==> config.mk <==
export PLATFORM = sky130hd
export DESIGN_NAME = dmem_bridge
export DESIGN_NICKNAME = d
export VERILOG_FILES = /design/src/rtl/dmem_bridge_pkg.sv /design/src/rtl/dmem_lane_align.sv /design/src/rtl/dmem_bridge.sv
export SDC_FILE = /design/constraint.sdc
export NUM_CORES = 1
export LEC_CHECK = 0
export BUFFER_PORTS_ARGS = -buffer_cell sky130_fd_sc_hd__buf_2
export CAP_MARGIN = 20
export CORE_MARGIN = 8
export CORE_UTILIZATION = 50
export CTS_CLUSTER_SIZE = 14
export DETAILED_ROUTE_END_ITERATION = 16
export GPL_ROUTABILITY_DRIVEN = 0
export PLACE_DENSITY = 0.81
export SETUP_SLACK_MARGIN = 0.1
export SYNTH_ARGS = -nofsm -noshare
export SYNTH_HDL_FRONTEND = slang
export SYNTH_SLANG_ARGS = --single-unit
==> constraint.sdc <==
create_clock -name i_clk -period 7.54 [get_ports i_clk]
set_clock_uncertainty 0.2 [all_clocks]
set_input_delay 1.508 -clock i_clk [delete_from_list [all_inputs] [get_ports i_clk]]
set_output_delay 1.508 -clock i_clk [all_outputs]
set_load 0.02 [all_outputs]
==> src/rtl/dmem_bridge_pkg.sv <==
// Shared types for the CPU data-memory bridge: access sizes, FSM states and
// the alignment-fault rule used at request acceptance.
package dmem_bridge_pkg;

  typedef enum logic [1:0] {
    SZ_BYTE = 2'b00,
    SZ_HALF = 2'b01,
    SZ_WORD = 2'b10
  } mem_size_t;

  typedef enum logic [1:0] {
    ST_IDLE,
    ST_ACCESS,
    ST_WAIT,
    ST_RESP
  } dmem_state_t;

  // Size 2'b11 is reserved and always faults.
  function automatic logic access_fault(input logic [1:0] size, input logic [1:0] off);
    case (size)
      SZ_BYTE: access_fault = 1'b0;
      SZ_HALF: access_fault = off[0];
      SZ_WORD: access_fault = |off;
      default: access_fault = 1'b1;
    endcase
  endfunction

endpackage

==> src/rtl/dmem_lane_align.sv <==
// Combinational byte-lane steering: store byte enables and replicated write
// data, plus load lane extraction with sign/zero extension.
module dmem_lane_align
  import dmem_bridge_pkg::*;
#(
  parameter int DATA_WIDTH = 32
) (
  input  mem_size_t             i_size,
  input  logic [1:0]            i_off,
  input  logic                  i_unsigned,
  input  logic [DATA_WIDTH-1:0] i_wdata,
  input  logic [DATA_WIDTH-1:0] i_rdata,
  output logic [3:0]            o_be,
  output logic [DATA_WIDTH-1:0] o_wdata,
  output logic [DATA_WIDTH-1:0] o_rdata
);

  logic [DATA_WIDTH-1:0] shifted;

  // Move the addressed lane(s) down to bit 0 before extension.
  assign shifted = i_rdata >> {i_off, 3'b000};

  always_comb begin
    o_be    = 4'b1111;
    o_wdata = i_wdata;
    o_rdata = shifted;
    case (i_size)
      SZ_BYTE: begin
        o_be    = 4'b0001 << i_off;
        o_wdata = {4{i_wdata[7:0]}};
        o_rdata = {{24{~i_unsigned & shifted[7]}}, shifted[7:0]};
      end
      SZ_HALF: begin
        o_be    = 4'b0011 << i_off;
        o_wdata = {2{i_wdata[15:0]}};
        o_rdata = {{16{~i_unsigned & shifted[15]}}, shifted[15:0]};
      end
      default: ;
    endcase
  end

endmodule

==> src/rtl/dmem_bridge.sv <==
// CPU load/store to single-port synchronous RAM bridge with configurable read
// wait states; one access in flight, response pulse per accepted request.
module dmem_bridge
  import dmem_bridge_pkg::*;
#(
  parameter int DATA_WIDTH  = 32,
  parameter int ADDR_WIDTH  = 32,
  parameter int WAIT_STATES = 0
) (
  input  logic                  i_clk,
  input  logic                  i_rst,
  input  logic                  i_req_valid,
  output logic                  o_req_ready,
  input  logic                  i_req_we,
  input  logic [ADDR_WIDTH-1:0] i_req_addr,
  input  logic [DATA_WIDTH-1:0] i_req_wdata,
  input  logic [1:0]            i_req_size,
  input  logic                  i_req_unsigned,
  output logic                  o_rsp_valid,
  output logic [DATA_WIDTH-1:0] o_rsp_rdata,
  output logic                  o_rsp_err,
  output logic                  o_ram_en,
  output logic                  o_ram_we,
  output logic [ADDR_WIDTH-3:0] o_ram_addr,
  output logic [3:0]            o_ram_be,
  output logic [DATA_WIDTH-1:0] o_ram_wdata,
  input  logic [DATA_WIDTH-1:0] i_ram_rdata
);

  localparam logic [2:0] WS = 3'(WAIT_STATES);

  dmem_state_t           state_q, state_d;
  logic [2:0]            cnt_q, cnt_d;
  logic                  hold_q;
  logic                  we_q, uns_q, err_q;
  mem_size_t             size_q;
  logic [ADDR_WIDTH-1:0] addr_q;
  logic [DATA_WIDTH-1:0] wdata_q, rdata_q;

  logic                  accept, req_ready, fault_in, ram_vis, capture;
  logic [3:0]            be;
  logic [DATA_WIDTH-1:0] wdata_rep, rdata_ext;

  assign fault_in = access_fault(i_req_size, i_req_addr[1:0]);
  assign capture  = (state_q == ST_WAIT) && (cnt_q == WS);

  always_comb begin
    state_d   = state_q;
    cnt_d     = cnt_q;
    accept    = 1'b0;
    req_ready = 1'b0;
    case (state_q)
      ST_IDLE: begin
        req_ready = 1'b1;
        cnt_d     = '0;
        if (i_req_valid) begin
          accept  = 1'b1;
          state_d = fault_in ? ST_RESP : ST_ACCESS;
        end
      end
      ST_ACCESS: begin
        cnt_d   = '0;
        state_d = we_q ? ST_RESP : ST_WAIT;
      end
      ST_WAIT: begin
        if (capture) state_d = ST_RESP;
        else         cnt_d   = cnt_q + 3'd1;
      end
      ST_RESP: state_d = ST_IDLE;
      default: state_d = ST_IDLE;
    endcase
  end

  always_ff @(posedge i_clk or posedge i_rst) begin
    if (i_rst) begin
      state_q <= ST_IDLE;
      cnt_q   <= '0;
      hold_q  <= 1'b0;
    end else begin
      state_q <= state_d;
      cnt_q   <= cnt_d;
      hold_q  <= (state_q == ST_ACCESS);
    end
  end

  always_ff @(posedge i_clk or posedge i_rst) begin
    if (i_rst) begin
      we_q    <= 1'b0;
      uns_q   <= 1'b0;
      err_q   <= 1'b0;
      size_q  <= SZ_BYTE;
      addr_q  <= '0;
      wdata_q <= '0;
      rdata_q <= '0;
    end else begin
      if (accept) begin
        we_q    <= i_req_we;
        uns_q   <= i_req_unsigned;
        err_q   <= fault_in;
        size_q  <= mem_size_t'(i_req_size);
        addr_q  <= i_req_addr;
        wdata_q <= i_req_wdata;
      end
      if (capture) rdata_q <= rdata_ext;
    end
  end

  dmem_lane_align #(.DATA_WIDTH(DATA_WIDTH)) u_align (
    .i_size     (size_q),
    .i_off      (addr_q[1:0]),
    .i_unsigned (uns_q),
    .i_wdata    (wdata_q),
    .i_rdata    (i_ram_rdata),
    .o_be       (be),
    .o_wdata    (wdata_rep),
    .o_rdata    (rdata_ext)
  );

  // RAM-side fields are presented for the strobe cycle and the one after it.
  assign ram_vis     = (state_q == ST_ACCESS) || hold_q;
  assign o_ram_en    = (state_q == ST_ACCESS);
  assign o_ram_we    = ram_vis & we_q;
  assign o_ram_addr  = ram_vis ? addr_q[ADDR_WIDTH-1:2] : '0;
  assign o_ram_be    = ram_vis ? be : 4'b0000;
  assign o_ram_wdata = ram_vis ? wdata_rep : '0;

  assign o_req_ready = req_ready & ~i_rst;
  assign o_rsp_valid = (state_q == ST_RESP);
  assign o_rsp_err   = o_rsp_valid & err_q;
  assign o_rsp_rdata = (o_rsp_valid && !we_q && !err_q) ? rdata_q : '0;

endmodule
==> results of run 1 <==
## routing by layer
metal | wire, microns | share of wire [%] | up-vias
li1 | - | - | 2228
met1 | 6290 | 40 | 2210
met2 | 7460 | 47 | 199
met3 | 1870 | 12 | 21
met4 | 213 | 1.3 | 6
met5 | 30 | 0.19 | -
## Yosys cell counts, types with 2 or more instances
| master | number |
|---|---|
| sky130_fd_sc_hd__a221o_1 | 9 |
| sky130_fd_sc_hd__nor2_1 | 56 |
| sky130_fd_sc_hd__buf_1 | 4 |
| sky130_fd_sc_hd__ha_1 | 6 |
| sky130_fd_sc_hd__mux2i_1 | 32 |
| sky130_fd_sc_hd__mux2_2 | 75 |
| sky130_fd_sc_hd__dfrtp_1 | 107 |
| sky130_fd_sc_hd__nand2_1 | 37 |
| sky130_fd_sc_hd__nor3_1 | 2 |
| sky130_fd_sc_hd__and2_1 | 40 |
| sky130_fd_sc_hd__buf_2 | 11 |
| sky130_fd_sc_hd__nor2b_1 | 41 |
| sky130_fd_sc_hd__clkbuf_1 | 19 |
| sky130_fd_sc_hd__a21oi_1 | 38 |
| sky130_fd_sc_hd__buf_4 | 2 |
| sky130_fd_sc_hd__nand3_1 | 14 |
| sky130_fd_sc_hd__o21ai_0 | 19 |
| sky130_fd_sc_hd__inv_1 | 11 |
| sky130_fd_sc_hd__o22ai_1 | 2 |
| sky130_fd_sc_hd__o21a_1 | 2 |
## sequential cells by signal, summed over array words and instances, names as in the netlist, 2 cells and up
name / count
addr_q: 32
cnt_q: 3
rdata_q: 32
size_q: 2
state_q: 2
wdata_q: 32
## path summary, 6_finish.rpt
kind                       cells past startpoint  slack [ns]        endpoint
setup reg to reg                               4        4.81     rdata_q[31]
min in group asynchronous                      2        0.97      addr_q[20]
hold reg to reg                                2        0.28      rdata_q[6]
max in group asynchronous                      3        4.89      rdata_q[7]
setup / recovery                               4        3.23  o_ram_wdata[8]
hold / removal                                 2        0.28      rdata_q[6]
## layout make-up
class                           instances  area [sq um]  area share, %
Multi-Input combinational cell        393          2800           39.6
Tap cell                              143           179           2.53
Antenna cell                            2          5.00         0.0708
Sequential cell                       107          2680           37.9
Timing Repair Buffer                  210          1060           15.0
Clock inverter                          4          50.0          0.708
Clock buffer                           11           253           3.57
Inverter                               11          43.8          0.619
## stage by stage
step | cells | total power [W] | cell area (sq um) | hold WS [ns] | setup slack (ns)
2_1_floorplan | 547 | 0.00231 | 5660 | 0.238 | 3.01
3_3_place_gp | 864 | 0.00277 | 6760 | 0.261 | 3.61
3_5_place_dp | 864 | 0.00283 | 6760 | 0.269 | 3.61
4_1_cts | 879 | 0.00331 | 7070 | 0.284 | 3.22
5_1_grt | 880 | 0.00352 | 7070 | 0.309 | 2.96
6_report | 881 | 0.00328 | 7070 | 0.285 | 3.23
## power by group through the flow
stage,registers [W],clock network [W],logic (W)
final,0.00108,0.000473,0.00173
after global routing,0.00112,0.000508,0.00189
after CTS,0.00108,0.000485,0.00175
after detailed placement,0.00109,0,0.00174
after global placement,0.00107,0,0.00170
after floorplan,0.000965,0,0.00134
## logic make-up after synthesis
family          share of synthesized area [%]
buf+inv                                  3.49
compound gates                           9.00
mux                                      21.0
fa+ha+maj                                1.33
simple gates                             17.9
flops                                    47.3
## worst max-delay path, stage by stage (launching register included)
cell and delay, ns:
sky130_fd_sc_hd__dfrtp_1 1.04, sky130_fd_sc_hd__or2_0 0.72, sky130_fd_sc_hd__nand2_1 0.12, sky130_fd_sc_hd__a21oi_1 0.18, sky130_fd_sc_hd__buf_2 0.20
==> impl_metrics.sql, run 1 <==
INSERT INTO impl_metrics (metric_group, metric, value, unit) VALUES
('pwr', 'power_density', '464', 'nW/um^2'),
('sta', 'maxClockFrequency', '232', 'MHz'),
('finish', 'fillCellCount', '925', ''),
('grt', 'grt_most_used_layer', 'met2', ''),
('critical_path', 'timing.critical_path.required', '5.83', 'ns'),
('grt', 'grt_antenna_before_repair', '4', ''),
('grt', 'globalRouteTotalUtil', '21.2', '%'),
('synth', 'ys_warn_count', '0', ''),
('sta', 'max_slew_violation_count', '0', ''),
('routing', 'tritonroute_pass_1_iters', '5', ''),
('clock_tree', 'cts-root-to-sink-buffers', '2', ''),
('finish', 'core_occupancy_in_the_finished_layout', '63.0', '%'),
('clock_tree', 'cts.reportedPaths.clkPinSlew', '0.07', 'ns'),
('clock_tree', 'clock-sinks', '107', ''),
('sta', 'final-setup-viol-count', '0', ''),
('finish', 'finish.net_count', '841', ''),
('grt', 'grt_remaining_overflow', '0', ''),
('pwr', 'share_clk_of_total_power', '14.4', '%'),
('pwr', 'pwr-share-seq', '32.9', '%'),
('synth', 'synth_enable_flop_cells', '0', ''),
('floorplan', 'floorplan.die.width', '122', 'microns'),
('critical_path', 'arrival', '2.60', 'ns'),
('floorplan', 'start_util', '50.4', '%'),
('sta', 'layout_min_cycle_time', '4.31', 'ns'),
('pwr', 'total_leakage_power', '3.58', 'nW'),
('sta', 'timing.final.crit_share', '57.1', '%'),
('critical_path', 'worst_r2r_startpoint', 'addr_q[1]', ''),
('clock_tree', 'inserted_clock_buffers', '9', ''),
('floorplan', 'design.core.area', '11200', 'sq um'),
('routing', 'drt-total-wl', '15900', 'microns'),
('sta', 'hold_viol_final', '0', ''),
('placement', 'port_buffers', '205', ''),
('critical_path', 'end_kind', 'output pin', ''),
('clock_tree', 'cts_resized', '0', ''),
('grt', 'grt.met1_usage', '25.7', '%'),
('pwr', 'sw_frac_of_total', '44.1', '%'),
('synth', 'synthFlopType', 'sky130_fd_sc_hd__dfrtp_1', ''),
('clock_tree', 'htree_levels', '3', ''),
('routing', 'detail_route.wl_per_cell', '18.0', 'microns'),
('clock_tree', 'cts.root.buffer_cell', 'sky130_fd_sc_hd__clkbuf_16', ''),
('grt', 'grt_use_met3', '9.02', '%'),
('routing', 'routed-via-count', '4664', ''),
('synth', 'top_cell_type_s_share_of_synthesized_area', '47.3', '%'),
('grt', 'grt_first_pass_wirelength', '25300', 'microns'),
('floorplan', 'row_count', '39', ''),
('finish', 'drive_above_1_share', '42.4', '%'),
('pwr', 'cell_internal_pwr', '0.00184', 'W'),
('sta', 'timing_worst_slew_pin_value', '1.05', 'ns'),
('pwr', 'irDropWorstVdd', '0.263', 'mV'),
('synth', 'average_cell_area_after_synthesis', '10.3', 'sq um'),
('routing', 'drt_iter0_drc', '411', ''),
('clock_tree', 'post-cts-setup-buffers', '0', ''),
('critical_path', 'worstSetupPathType', 'reg -> out', ''),
('clock_tree', 'tritoncts', 'yes', ''),
('routing', 'drc', '0', ''),
('synth', 'synthCells', '547', ''),
('min_path', 'hp-start', 'rdata_q[6]', ''),
('floorplan', 'die_area', '15000', 'sq um'),
('finish', 'leading_cell_type_in_the_layout_fill_and_taps_excluded', 'sky130_fd_sc_hd__buf_2', ''),
('routing', 'detail_route.vias_per_cell', '5.29', ''),
('critical_path', 'crit_path_start_kind', 'flip-flop', ''),
('status', 'status', 'finished clean', ''),
('clock_tree', 'clk_latency', '0.33', 'ns'),
('synth', 'synth_area_leaders', 'sky130_fd_sc_hd__dfrtp_1, sky130_fd_sc_hd__mux2_2, sky130_fd_sc_hd__mux2i_1, sky130_fd_sc_hd__nor2b_1, sky130_fd_sc_hd__and2_1', ''),
('finish', 'syn2layout_area_growth', '24.9', '%'),
('clock_tree', 'cts.hold.buffers_added', '0', ''),
('floorplan', 'io_pins', '206', ''),
('pwr', 'share_comb_of_total_power', '52.7', '%'),
('synth', 'ys_ff_latch', '107', ''),
('critical_path', 'critical_path.startpoint', 'size_q[1]', ''),
('sta', 'relSlewSlack', '30.1', '%');
Note: power is estimated with default switching activity, not from simulation.
==> run 2: changes to the inputs <==
Clock period 7.54 ns to 4.5 ns, I/O delays scaled along.
==> impl_metrics.sql, run 2 (synthesis results as in run 1) <==
INSERT INTO impl_metrics (metric_group, metric, value, unit) VALUES
('finish', 'most-common-layout-cells', 'sky130_fd_sc_hd__buf_2, sky130_fd_sc_hd__dfrtp_1, sky130_fd_sc_hd__mux2_2', ''),
('clock_tree', 'cts.hold.buffers_added', '0', ''),
('clock_tree', 'cts.reportedPaths.clkPinSlew', '0.07', 'ns'),
('floorplan', 'floorplan.die.width', '122', 'microns'),
('min_path', 'hold_path_class', 'reg -> reg', ''),
('pwr', 'power_density', '774', 'nW/um^2'),
('routing', 'drt_iter0_drc', '265', ''),
('finish', 'syn2layout_area_growth', '24.9', '%'),
('grt', 'grt_first_pass_wirelength', '25200', 'microns'),
('grt', 'first_global_vias', '5004', ''),
('finish', 'regArea', '2680', 'sq um'),
('critical_path', 'worstSetupPathType', 'reg -> out', ''),
('clock_tree', 'cts.root.buffer_cell', 'sky130_fd_sc_hd__clkbuf_16', ''),
('floorplan', 'io_pins', '206', ''),
('sta', 'maxClockFrequency', '271', 'MHz'),
('placement', 'dp_hpwl', '12300', 'microns'),
('routing', 'drt-total-wl', '16000', 'microns'),
('finish', 'leading_cell_type_in_the_layout_fill_and_taps_excluded', 'sky130_fd_sc_hd__buf_2', ''),
('clock_tree', 'clock-sinks', '107', ''),
('sta', 'max_slew_violation_count', '0', ''),
('critical_path', 'critical_path.cell_chain', 'inv_1, ha_1, nor2_4, buf_4, nor2b_1, buf_2', ''),
('critical_path', 'crit_path_start_kind', 'flip-flop', ''),
('placement', 'port_buffers', '205', ''),
('clock_tree', 'cts_resized', '0', ''),
('critical_path', 'timing.critical_path.depth', '6', ''),
('clock_tree', 'post-cts-setup-buffers', '0', ''),
('min_path', 'hp-start', 'rdata_q[7]', ''),
('finish', 'ant_diodes', '0', ''),
('sta', 'timing.final.crit_share', '82.1', '%'),
('finish', 'multiInputGateArea', '2800', 'sq um'),
('critical_path', 'arrival', '2.59', 'ns'),
('finish', 'fillCellCount', '950', ''),
('critical_path', 'end_kind', 'output pin', ''),
('routing', 'tritonroute_pass_1_iters', '5', ''),
('sta', 'layout_min_cycle_time', '3.69', 'ns'),
('critical_path', 'timing.critical_path.required', '3.40', 'ns'),
('sta', 'timing_worst_slew_pin_value', '1.06', 'ns'),
('grt', 'grt_antenna_before_repair', '1', ''),
('finish', 'registers_with_the_most_flip_flops', 'addr_q: 32 flops, rdata_q: 32 flops, wdata_q: 32 flops', ''),
('critical_path', 'cpMaxStageDelayCell', 'sky130_fd_sc_hd__nor2_4', ''),
('grt', 'globalRouteTotalUtil', '21.2', '%'),
('routing', 'drc', '0', ''),
('critical_path', 'worstPathBufferInverterCount', '3', ''),
('grt', 'grt_remaining_overflow', '0', ''),
('clock_tree', 'cts-root-to-sink-buffers', '2', ''),
('sta', 'rsz0062_at_grt', 'no', ''),
('clock_tree', 'tritoncts', 'yes', ''),
('finish', 'finish.net_count', '844', ''),
('grt', 'grt_max_degree', '51', ''),
('pwr', 'total_leakage_power', '3.59', 'nW'),
('sta', 'fin_setup_tns', '0', 'ns'),
('floorplan', 'row_count', '39', ''),
('status', 'status', 'finished clean', ''),
('sta', 'relSlewSlack', '29.3', '%'),
('critical_path', 'critical-path-max-stage-delay', '0.85', 'ns'),
('critical_path', 'timing.critical_path.max_delay_family', 'simple AND/OR/NAND/NOR gates', ''),
('sta', 'final-setup-viol-count', '0', ''),
('critical_path', 'ff2ff_path_depth', '5', ''),
('clock_tree', 'clk_latency', '0.33', 'ns'),
('routing', 'ant_nets', '0', ''),
('clock_tree', 'inserted_clock_buffers', '9', ''),
('finish', 'final_cell_count_no_fill', '883', ''),
('critical_path', 'worst-r2r-setup-slack', '1.82', 'ns'),
('routing', 'detail_route.wl_per_cell', '18.1', 'microns'),
('min_path', 'whs_path_depth', '2', ''),
('placement', 'dp.cells', '867', ''),
('critical_path', 'critical_path.startpoint', 'state_q[1]', ''),
('floorplan', 'die-height', '122', 'microns'),
('routing', 'routed-via-count', '4725', ''),
('sta', 'hold_viol_final', '0', ''),
('flow_run', 'cap_violations', '0', ''),
('clock_tree', 'htree_levels', '3', ''),
('routing', 'detail_route.vias_per_cell', '5.35', ''),
('finish', 'drive_above_1_share', '42.6', '%'),
('floorplan', 'start_util', '50.4', '%'),
('floorplan', 'design.core.area', '11200', 'sq um'),
('floorplan', 'die_area', '15000', 'sq um'),
('critical_path', 'critical_path_peak_fanout', '50', ''),
('pwr', 'irDropWorstVdd', '0.536', 'mV'),
('critical_path', 'worst_r2r_startpoint', 'state_q[0]', '');
==> run 2: worst reg2reg max path, cell delays in order (launching register included) <==
cell and delay [ns]:
sky130_fd_sc_hd__dfrtp_1 0.39, sky130_fd_sc_hd__inv_1 0.11, sky130_fd_sc_hd__ha_1 0.29, sky130_fd_sc_hd__nand2_2 0.64, sky130_fd_sc_hd__buf_4 0.53, sky130_fd_sc_hd__mux2_2 0.40
==> run 2: final cells by class <==
type | instances | area share (%)
clock buffer | 12 | 3.63
clock inverter | 4 | 0.354
inverter | 11 | 0.620
multi-input combinational | 393 | 39.6
sequential | 107 | 37.9
tap | 143 | 2.53
timing repair buffer | 213 | 15.4
==> run 2: through the flow <==
step / power, W / setup slack [ns] / util [%] / instance area [sq um] / hold slack, ns
finish: 0.00547 / 0.806 / 63.0 / 7070 / 0.281
global route: 0.00584 / 0.646 / 63.0 / 7070 / 0.309
CTS: 0.00551 / 0.806 / 63.0 / 7070 / 0.284
detailed placement: 0.00476 / 1.17 / 60.5 / 6790 / 0.267
global placement: 0.00466 / 1.30 / 60.5 / 6790 / 0.257
floorplan: 0.00387 / 0.583 / - / 5660 / 0.238
==> run 2: worst paths after layout <==
check,endpoint
hold / removal,rdata_q[7]
min in group asynchronous,err_q
setup reg to reg,wdata_q[9]
hold reg to reg,rdata_q[7]
setup / recovery,o_ram_wdata[6]
max in group asynchronous,wdata_q[12]
==> run 2: routing by layer <==
metal / up-vias / track usage [%] / wire length (microns) / share of wire (%)
li1: 2240 / - / - / -
met1: 2229 / 24.8 / 6310 / 39
met2: 226 / 35.1 / 7540 / 47
met3: 28 / 7.68 / 1820 / 11
met4: 2 / 7.92 / 321 / 2.0
met5: - / 0 / 10 / 0.063
==> run 2: power breakdown <==
group | total (W) | internal, W | switching [W] | leakage (nW)
Clock | 0.000738 | 0.000404 | 0.000334 | 0.135
Sequential | 0.00174 | 0.00142 | 0.000318 | 1.30
Combinational | 0.00299 | 0.00121 | 0.00178 | 2.16
Total | 0.00547 | 0.00304 | 0.00243 | 3.59
